==> config.mk <==
export PLATFORM = sky130hd
export DESIGN_NAME = router_read_arbiter
export DESIGN_NICKNAME = d
export VERILOG_FILES = /design/src/rtl/router_pkg.sv /design/src/rtl/rr_arbiter_3.sv /design/src/rtl/router_read_arbiter.sv
export SDC_FILE = /design/constraint.sdc
export NUM_CORES = 1
export LEC_CHECK = 0
export CAP_MARGIN = 20
export CORE_MARGIN = 4
export CORE_UTILIZATION = 45
export DETAILED_ROUTE_END_ITERATION = 10
export PLACE_DENSITY = 0.8
export REMOVE_ABC_BUFFERS = 1
export SLEW_MARGIN = 20
export SYNTH_ARGS = -nofsm -noshare
export SYNTH_HDL_FRONTEND = slang
export SYNTH_SLANG_ARGS = --single-unit
==> constraint.sdc <==
create_clock -name clock -period 2.35 [get_ports clock]
set_clock_uncertainty 0.05 [all_clocks]
set_input_delay 0.3525 -clock clock [delete_from_list [all_inputs] [get_ports clock]]
set_output_delay 0.3525 -clock clock [all_outputs]
set_load 0.01 [all_outputs]
==> src/rtl/router_pkg.sv <==
`default_nettype none
// ============================================================================
// Module      : router_pkg
// Description : Shared definitions for the router read side.
//               Contents: FSM state encoding, header field positions,
//               channel count, the idle channel code and a modulo-3
//               step helper used by the round-robin arbiter.
// Revision    : 1.0 - initial release
// ============================================================================
package router_pkg;

    localparam int         NUM_CH    = 3;
    localparam logic [1:0] CHAN_IDLE = 2'b11;

    // Header byte layout: {len[7:2], addr[1:0]}
    localparam int LEN_MSB = 7;
    localparam int LEN_LSB = 2;

    typedef enum logic [2:0] {
        ST_IDLE    = 3'd0,
        ST_RD_REQ  = 3'd1,
        ST_RD_WAIT = 3'd2,
        ST_SEND    = 3'd3,
        ST_DONE    = 3'd4
    } rd_state_e;

    // Channel index reached by stepping 'step' places from 'base' around
    // the ring of NUM_CH channels.
    function automatic logic [1:0] rr_next(input logic [1:0] base,
                                           input int unsigned step);
        return 2'((32'(base) + step) % 32'(NUM_CH));
    endfunction

endpackage
`default_nettype wire

==> src/rtl/rr_arbiter_3.sv <==
`default_nettype none
// ============================================================================
// Module      : rr_arbiter_3
// Description : Combinational three-way round-robin arbiter.
//               Requests are scanned in the order rr_ptr+1, rr_ptr+2,
//               rr_ptr (mod 3); the first asserted request wins, so the
//               channel served last has the lowest priority.
// Ports       : i_req         - request vector, one bit per channel
//               i_rr_ptr      - channel served most recently
//               o_grant       - index of the winning channel
//               o_grant_valid - at least one request is asserted
// Revision    : 1.0 - initial release
// ============================================================================
module rr_arbiter_3
    import router_pkg::*;
(
    input  logic [2:0] i_req,
    input  logic [1:0] i_rr_ptr,
    output logic [1:0] o_grant,
    output logic       o_grant_valid
);

    // Padded so a 2-bit index can never fall outside the vector.
    logic [3:0] w_req_pad;
    assign w_req_pad = {1'b0, i_req};

    // Walk the ring from the lowest priority to the highest; a later hit
    // overwrites an earlier one, leaving the highest-priority requester.
    always_comb begin
        logic [1:0] w_idx;
        o_grant       = 2'd0;
        o_grant_valid = 1'b0;
        w_idx         = 2'd0;
        for (int k = NUM_CH; k >= 1; k--) begin
            w_idx = rr_next(i_rr_ptr, k);
            if (w_req_pad[w_idx]) begin
                o_grant       = w_idx;
                o_grant_valid = 1'b1;
            end
        end
    end

endmodule
`default_nettype wire

==> src/rtl/router_read_arbiter.sv <==
`default_nettype none
// ============================================================================
// Module      : router_read_arbiter
// Description : Reader side of the router's three output FIFOs. Picks a
//               non-empty FIFO by round robin, pops one complete packet
//               (header, len payload bytes, parity) one byte at a time and
//               hands each byte to the UART transmitter over valid/ready.
//               A soft reset on the channel being served drops the packet.
// Ports       : clock, resetn            - clock, async active-low reset
//               vld_out_0..2             - FIFO non-empty flags
//               soft_reset_0..2          - FIFO flushed by synchronizer
//               data_out_0..2            - FIFO read data (1 cycle latency)
//               tx_ready                 - transmitter can take a byte
//               read_enb_0..2            - FIFO pop strobes
//               tx_data, tx_valid        - byte toward the transmitter
//               busy, chan               - packet in progress / channel
//               pkt_done, pkt_abort      - end-of-packet status pulses
// Revision    : 1.0 - initial release
// ============================================================================
module router_read_arbiter
    import router_pkg::*;
#(
    parameter int DATA_W = 8,
    parameter int LEN_W  = 6
)
(
    input  logic              clock,
    input  logic              resetn,
    input  logic              vld_out_0,
    input  logic              vld_out_1,
    input  logic              vld_out_2,
    input  logic              soft_reset_0,
    input  logic              soft_reset_1,
    input  logic              soft_reset_2,
    input  logic [DATA_W-1:0] data_out_0,
    input  logic [DATA_W-1:0] data_out_1,
    input  logic [DATA_W-1:0] data_out_2,
    input  logic              tx_ready,
    output logic              read_enb_0,
    output logic              read_enb_1,
    output logic              read_enb_2,
    output logic [DATA_W-1:0] tx_data,
    output logic              tx_valid,
    output logic              busy,
    output logic [1:0]        chan,
    output logic              pkt_done,
    output logic              pkt_abort
);

    localparam logic [LEN_W:0] C_REM_ONE = {{LEN_W{1'b0}}, 1'b1};

    rd_state_e         state_q,       state_d;
    logic [1:0]        sel_q,         sel_d;
    logic [1:0]        rr_ptr_q,      rr_ptr_d;
    logic [LEN_W:0]    remaining_q,   remaining_d;
    logic              hdr_pending_q, hdr_pending_d;
    logic [DATA_W-1:0] tx_data_q,     tx_data_d;
    logic              tx_valid_q,    tx_valid_d;
    logic              pkt_done_q,    pkt_done_d;
    logic              pkt_abort_q,   pkt_abort_d;

    logic [3:0]        w_vld;
    logic [3:0]        w_soft;
    logic [DATA_W-1:0] w_sel_data;
    logic [1:0]        w_grant;
    logic              w_grant_valid;
    logic              w_abort;
    logic              w_rd_fire;

    // Vectors padded to four entries so indexing by sel_q stays in range.
    assign w_vld  = {1'b0, vld_out_2, vld_out_1, vld_out_0};
    assign w_soft = {1'b0, soft_reset_2, soft_reset_1, soft_reset_0};

    always_comb begin
        case (sel_q)
            2'd0:    w_sel_data = data_out_0;
            2'd1:    w_sel_data = data_out_1;
            2'd2:    w_sel_data = data_out_2;
            default: w_sel_data = '0;
        endcase
    end

    rr_arbiter_3 u_rr_arbiter (
        .i_req         (w_vld[2:0]),
        .i_rr_ptr      (rr_ptr_q),
        .o_grant       (w_grant),
        .o_grant_valid (w_grant_valid)
    );

    // Only the channel being served can abort a packet.
    assign w_abort = (state_q != ST_IDLE) && w_soft[sel_q];

    // No pop while aborting: the FIFO is being flushed anyway.
    assign w_rd_fire = (state_q == ST_RD_REQ) && w_vld[sel_q] && !w_abort;

    assign read_enb_0 = w_rd_fire && (sel_q == 2'd0);
    assign read_enb_1 = w_rd_fire && (sel_q == 2'd1);
    assign read_enb_2 = w_rd_fire && (sel_q == 2'd2);

    always_comb begin
        state_d       = state_q;
        sel_d         = sel_q;
        rr_ptr_d      = rr_ptr_q;
        remaining_d   = remaining_q;
        hdr_pending_d = hdr_pending_q;
        tx_data_d     = tx_data_q;
        tx_valid_d    = tx_valid_q;
        pkt_done_d    = 1'b0;
        pkt_abort_d   = 1'b0;

        if (w_abort) begin
            // Withdraw any byte still on offer; abort overrides a
            // simultaneous handshake, so pkt_done never fires here.
            state_d     = ST_IDLE;
            tx_valid_d  = 1'b0;
            pkt_abort_d = 1'b1;
            rr_ptr_d    = sel_q;
        end else begin
            case (state_q)
                ST_IDLE: begin
                    if (w_grant_valid) begin
                        sel_d         = w_grant;
                        remaining_d   = '0;
                        hdr_pending_d = 1'b1;
                        state_d       = ST_RD_REQ;
                    end
                end
                ST_RD_REQ: begin
                    // An empty FIFO mid-packet just stalls here.
                    if (w_vld[sel_q]) begin
                        state_d = ST_RD_WAIT;
                    end
                end
                ST_RD_WAIT: begin
                    tx_data_d  = w_sel_data;
                    tx_valid_d = 1'b1;
                    if (hdr_pending_q) begin
                        // Bytes still to come: payload plus parity.
                        remaining_d   = {1'b0, w_sel_data[LEN_MSB:LEN_LSB]} + C_REM_ONE;
                        hdr_pending_d = 1'b0;
                    end else begin
                        remaining_d = remaining_q - C_REM_ONE;
                    end
                    state_d = ST_SEND;
                end
                ST_SEND: begin
                    if (tx_ready) begin
                        tx_valid_d = 1'b0;
                        state_d    = (remaining_q == '0) ? ST_DONE : ST_RD_REQ;
                    end
                end
                ST_DONE: begin
                    pkt_done_d = 1'b1;
                    rr_ptr_d   = sel_q;
                    state_d    = ST_IDLE;
                end
                default: begin
                    state_d = ST_IDLE;
                end
            endcase
        end
    end

    always_ff @(posedge clock or negedge resetn) begin
        if (!resetn) begin
            state_q       <= ST_IDLE;
            sel_q         <= 2'd0;
            rr_ptr_q      <= 2'd2;
            remaining_q   <= '0;
            hdr_pending_q <= 1'b0;
            tx_data_q     <= '0;
            tx_valid_q    <= 1'b0;
            pkt_done_q    <= 1'b0;
            pkt_abort_q   <= 1'b0;
        end else begin
            state_q       <= state_d;
            sel_q         <= sel_d;
            rr_ptr_q      <= rr_ptr_d;
            remaining_q   <= remaining_d;
            hdr_pending_q <= hdr_pending_d;
            tx_data_q     <= tx_data_d;
            tx_valid_q    <= tx_valid_d;
            pkt_done_q    <= pkt_done_d;
            pkt_abort_q   <= pkt_abort_d;
        end
    end

    assign tx_data   = tx_data_q;
    assign tx_valid  = tx_valid_q;
    assign busy      = (state_q != ST_IDLE);
    assign chan      = busy ? sel_q : CHAN_IDLE;
    assign pkt_done  = pkt_done_q;
    assign pkt_abort = pkt_abort_q;

endmodule
`default_nettype wire

# Word-level counts from Yosys, hierarchy flattened

Cells that the tools add are included.

Flip-flop bits (word level): 26
Input port bits: 33
Output and inout port bits: 17
Logic and storage cells: 88

Add/sub/neg operators: 5
Divide/modulo/power cells: 3
$lt $le $gt $ge: 4
Equality and inequality tests: 10
Mux-type cells: 37
Bitwise gates (word level): 1
Reduce and logical (&&, ||, !) cells: 19

Operators with widths:

| kind                                                   | count |
|---|---|
| remainder unit 32 x 2 -> 32 bit, second input constant | 3 |
| case mux 8 bit (3 select lines)                        | 1 |
| two-way mux 3 bit                                      | 5 |
| two-way mux 1 bit                                      | 14 |
| two-way mux 7 bit                                      | 2 |
| case mux 7 bit (2 select lines)                        | 1 |
| < comparator 2 x 3 -> 1 bit, second input constant     | 4 |
| two-way mux 2 bit                                      | 6 |
| case mux 3 bit (4 select lines)                        | 1 |
| binary-select mux 1 bit (select 2 bit)                 | 5 |
| AND reduction 3 bit                                    | 3 |
| adder 6 x 1 -> 7 bit, second input constant            | 1 |
| logical NOT 7 bit                                      | 1 |
| subtractor 7 x 1 -> 7 bit, second input constant       | 1 |
| adder 2 x 2 -> 3 bit, second input constant            | 2 |
| == test 3 x 2 -> 1 bit, second input constant          | 2 |
| logical AND 1 bit                                      | 6 |
| inequality test 3 x 2 -> 1 bit, second input constant  | 2 |
| nonzero test 3 bit                                     | 2 |
| case mux 1 bit (2 select lines)                        | 2 |
| AND reduction 2 bit                                    | 2 |
| nonzero test 2 bit                                     | 2 |
| adder 2 x 1 -> 3 bit, second input constant            | 1 |
| == test 3 x 1 -> 1 bit, second input constant          | 1 |
| 9 further kinds                                        | 9 |

# Depth between registers and ports, before layout

Word-level depth: 10
Depth in mapped cells: 10
Gate-level depth less buffers: 9

# By module

Synthesis repeated with hierarchy kept, for this count alone.

Cells, all modules: 196
Area, all modules: 1776.7 um2

By module, submodules not included:

| module              | times used | cells each | area an instance (um2) | sequential area each (um2) |
|---|---|---|---|---|
| router_read_arbiter | 1          | 169        | 1585.3                 | 651.9 |
| rr_arbiter_3        | 1          | 27         | 191.4                  | 0.0 |

# Worst setup path after synthesis

No wires, ideal clock.

Kind: register to register
From: register rr_ptr_q[1]
To: register remaining_q[1]
Setup time: 79 ps
Data arrival time: 1886 ps
Data required time: 2221 ps
Slack: 335 ps
Cell stages (with the launch flop): 7
Buffers on the path: 0
Period minus slack after synthesis: 2015 ps
Cell sequence: dfstp_2 -> ha_1 -> o32a_1 -> nor2_1 -> a211oi_2 -> a21oi_2 -> mux2i_1

Cells in the longest elaborated chain, start to end: 9
Elaborated cells on any way between the ends: 17
Classes of those cells: add/sub: 3; div: 3; eq/ne: 1; mux: 9; reduce/logical: 1

RTL lines:

| what                                              | line                       | RTL |
|---|---|---|
| from (decl)                                       | router_read_arbiter.sv:54  | `logic [1:0] rr_ptr_q, rr_ptr_d;` |
| from (signal assigned)                            | router_read_arbiter.sv:178 | `rr_ptr_q <= rr_ptr_d;` |
| adder 2 x 2 -> 3 bit                              | router_pkg.sv:31           | `return 2'((32'(base) + step) % 32'(NUM_CH));` |
| remainder unit 32 x 2 -> 32 bit                   | router_pkg.sv:31           |  |
| binary-select mux 1 bit (select 2 bit)            | rr_arbiter_3.sv:36         | `if (w_req_pad[w_idx]) begin` |
| two-way mux 1 bit (not written as such)           | rr_arbiter_3.sv:36         |  |
| two-way mux 1 bit (2 in series)                   | rr_arbiter_3.sv:36         |  |
| two-way mux 1 bit *                               | rr_arbiter_3.sv:36         |  |
| inequality test 2 x 1 -> 1 bit (no source line) * | --                         |  |
| AND reduction 3 bit (no source line) *            | --                         |  |
| to (signal assigned)                              | router_read_arbiter.sv:179 | `remaining_q <= remaining_d;` |
| to (decl)                                         | router_read_arbiter.sv:55  | `logic [LEN_W:0] remaining_q, remaining_d;` |

Every way passes the cells marked *; elsewhere a longest branch is shown, timed or not. The select of a mux whose other input is x is not followed.
A chain may end at the register's enable or synchronous reset.

# Worst setup path in the final report

From: input soft_reset_0
To: output read_enb_0

Cells in the longest elaborated chain, start to end: 6

RTL lines:

| what                                    | line                      | RTL |
|---|---|---|
| from (decl)                             | router_read_arbiter.sv:32 | `input logic soft_reset_0,` |
| binary-select mux 1 bit (select 2 bit)  | router_read_arbiter.sv:91 | `assign w_abort = (state_q != ST_IDLE) && w_soft[sel_q];` |
| two-way mux 1 bit (not written as such) | router_read_arbiter.sv:91 |  |
| logical AND 1 bit                       | router_read_arbiter.sv:91 |  |
| logical NOT 1 bit                       | router_read_arbiter.sv:94 | `assign w_rd_fire = (state_q == ST_RD_REQ) && w_vld[sel_q] && !w_abort;` |
| logical AND 1 bit                       | router_read_arbiter.sv:94 |  |
| logical AND 1 bit                       | router_read_arbiter.sv:96 | `assign read_enb_0 = w_rd_fire && (sel_q == 2'd0);` |
| to (decl)                               | router_read_arbiter.sv:39 | `output logic read_enb_0,` |

Every way passes these cells. The select of a mux whose other input is x is not followed.

==> flow_summary.ini <==
[outcome]
status = finished clean

[die]
top_level_ports = 50
fp.coreArea_sq_um = 4000
die-area_sq_um = 5210
effective_utilization_at_floorplan_pct = 46.3
floorplan.die.width_um = 72.2
die_h_um = 72.2
rows = 23

[global_routing]
gr-total-overflow = 0
met3_usage_pct = 2.77
grt_first_pass_wirelength_um = 8080
maximum_number_of_pins_on_one_net_before_global_route_repair = 27
use_met1_pct = 27.8
grt_util_met2_pct = 30.4
antenna_found_initial = 0
grt.busiest_layer = met2
first_global_vias = 1690
groute.usage.overall_pct = 19.1

[sta]
slew-limit-headroom_pct = 63.8
final.period_utilization_pct = 95.5
setup_ws_ns = 0.107
worst_max_slew_pin_slew_ns = 0.542
rsz_0062_raised_after_global_routing = false
finalCriticalPeriod_ns = 2.24
max_freq_mhz = 446
finalHoldViolCount = 0
report.final.slew_viol_count = 0
setup_viol = 0

[detailed_routing]
post_drt_wl_per_cell_um = 15.4
drt-total-wl_um = 4850
detailed_router_s_first_iteration_violation_count = 152
antenna_left = 0
firstDrtPassIters = 4
detail_route.vias_per_cell = 5.83
vias = 1835
drc_errors = 0

[setup_path]
timing.critical_path.required_ns = 1.95
startpoint = soft_reset_0
arr_time_crit_path_ns = 1.84
worst_r2r_startpoint = rr_ptr_q[1]$_DFFE_PN1P_
worst_setup_path_end_kind = output port
timing.critical_path.from_type = input pin
timing.critical_path.fanout_max = 4
worst-setup-path-type = input pin to output port

[yosys]
synth_top_area_cell = dfrtp_1
yosys-top-cells-area = dfrtp_1, mux2i_1, nand2_1, o2bb2ai_1, a21oi_1
ys_async_sr_fraction_pct = 100
synth_area_sq_um = 1850
ys_warn_count = 0
post_synth.cell_area_avg_sq_um = 8.87
yosys.cell_count.top_type = nand2_1
yosysSeqAreaShare_pct = 35.2
synth_enable_flop_cells = 0
gate_count_post_synth = 209
synthDominantCellAreaShare_pct = 33.8
postSynthRegisterBits = 26
ys.flop_type = dfrtp_1
ys_top_cells_by_count = nand2_1, dfrtp_1, mux2i_1
number_of_library_cell_types_mapped_by_synthesis = 55

[cells_and_area]
fin_nets = 303
synthToLayoutAreaGrowth_pct = 34.9
antenna_cells_inserted = 0
final_non_filler_cell_area_sq_um = 2500
final_layout_size_suffix_gt1_share_pct = 14.0

[clock_tree]
clock-root-buffer = clkbuf_8
cts_hold_repair.buffers = 0
clk_path_buf_depth = 2
sink_count_of_the_clock_tree = 26
cts-htree-levels = 1
clkTransAtPathRegs_ns = 0.09
tritoncts.num_buffers = 3
worstSkewPairLatency_ns = 0.27
tritoncts = done

[placement]
buffer_ports.inserted = 49
detailedPlace.worstSlack_ns = -0.182
placed_area_sq_um = 2430
total_half_perimeter_wirelength_after_legalization_and_detailed_placement_um = 3710
gp_routability_congestion = 0.837

[min_path]
hold_class = input pin to async pin

[power]
power.static_leakage_uw = 0.00109
tot_pwr_uw = 3080
maximum_resistive_drop_on_vdd_mv = 0.506
cellPowerDensity_nw_per_um2 = 1230

[run]
cap_viol_max_count = 0
[critical path, cell delays in order]
cell and delay, ns:
clkdlybuf4s50_1 0.45, mux2i_4 0.18, o21a_1 0.15, nand3_1 0.15, nor4_1 0.26, dlygate4sd2_1 0.30
[cell type report]
cell class	count	area [sq um]
Fill cell	357	1500
Multi-Input combinational cell	161	1090
Sequential cell	26	656
Timing Repair Buffer	63	592
Tap cell	50	62.6
Clock buffer	4	55.1
Inverter	11	41.3
[per-layer routing]
metal	vias up	routed length (um)
met5	-	0
met4	0	40
met3	5	345
met2	55	2290
met1	897	2170
li1	878	-
[sequential cells by signal, summed over array words and instances (netlist names)]
name and count:
pkt_done 1, hdr_pending_q 1, rr_ptr_q 2, sel_q 2
remaining_q 7, tx_valid 1, pkt_abort 1, tx_data 8
state_q 3
[final timing paths]
kind | cells past startpoint | to | slack [ns]
min | 2 | tx_data[2]$_DFFE_PN0P_ | 0.39
max | 6 | read_enb_0 | 0.11
min in group clock | 2 | tx_data[4]$_DFFE_PN0P_ | 0.43
max in group asynchronous | 2 | rr_ptr_q[1]$_DFFE_PN1P_ | 1.55
min reg2reg | 2 | tx_data[4]$_DFFE_PN0P_ | 0.43
max reg2reg | 6 | remaining_q[1]$_DFFE_PN0P_ | 0.17
[placed cells by master (no fill, tap or decap), types with 2 or more instances in the layout]
cell type,instances
o21ai_0,7
a21oi_1,12
nor2_1,12
o221ai_1,3
clkdlybuf4s50_1,46
nand4_1,3
clkbuf_8,4
o2bb2ai_1,9
nand2_1,36
nor3b_1,2
o21ai_1,8
and2_1,2
dlygate4sd2_1,3
dfrtp_1,22
ha_1,4
buf_4,14
and3_1,2
nand3b_1,3
mux2i_1,14
o211ai_1,2
dfrtp_2,3
a31oi_1,2
nor3_1,4
inv_1,10
nand3_1,3
nor4_1,4
[cell families (layout without fill, tap and decap cells)]
kind of cell               count (synthesis)  in the layout  share of synthesized area [%]
AOI/OAI and AO/OA                         60             60                           24.4
and+or+nand+nor                           80             80                           21.9
DFF                                       26             26                           35.2
adders and majority gates                  4              4                           2.70
muxes                                     15             15                           8.78
buffers and inverters                     22             78                           6.08
xor gates and xnor gates                   2              2                          0.945
[per-stage QoR]
step / TNS, ns / utilization (%) / hold slack (ns) / cells
after global placement: -0.330 / 60.8 / 0.412 / 310
after global routing: 0 / 62.5 / 0.431 / 315
after detailed placement: -0.449 / 60.8 / 0.420 / 310
after floorplan: 0 / - / 0.00691 / 198
final: 0 / 62.5 / 0.389 / 315
after CTS: 0 / 62.1 / 0.404 / 314
[what timing repair did]
| action | CTS | global route |
|---|---|---|
| pin swaps | 0 | 0 |
| hold endpoints to repair | 0 | 0 |
| setup endpoints to repair | 3 | 5 |
| setup buffers | 0 | 1 |
| resized for setup | 4 | 4 |
[power breakdown]
| part | switching (uW) | internal (uW) | leakage (uW) |
|---|---|---|---|
| clock network | 144 | 150 | 0.0000288 |
| registers | 158 | 621 | 0.000332 |
| logic | 1040 | 966 | 0.000728 |
No activity file was read; power rests on OpenSTA's default activity.
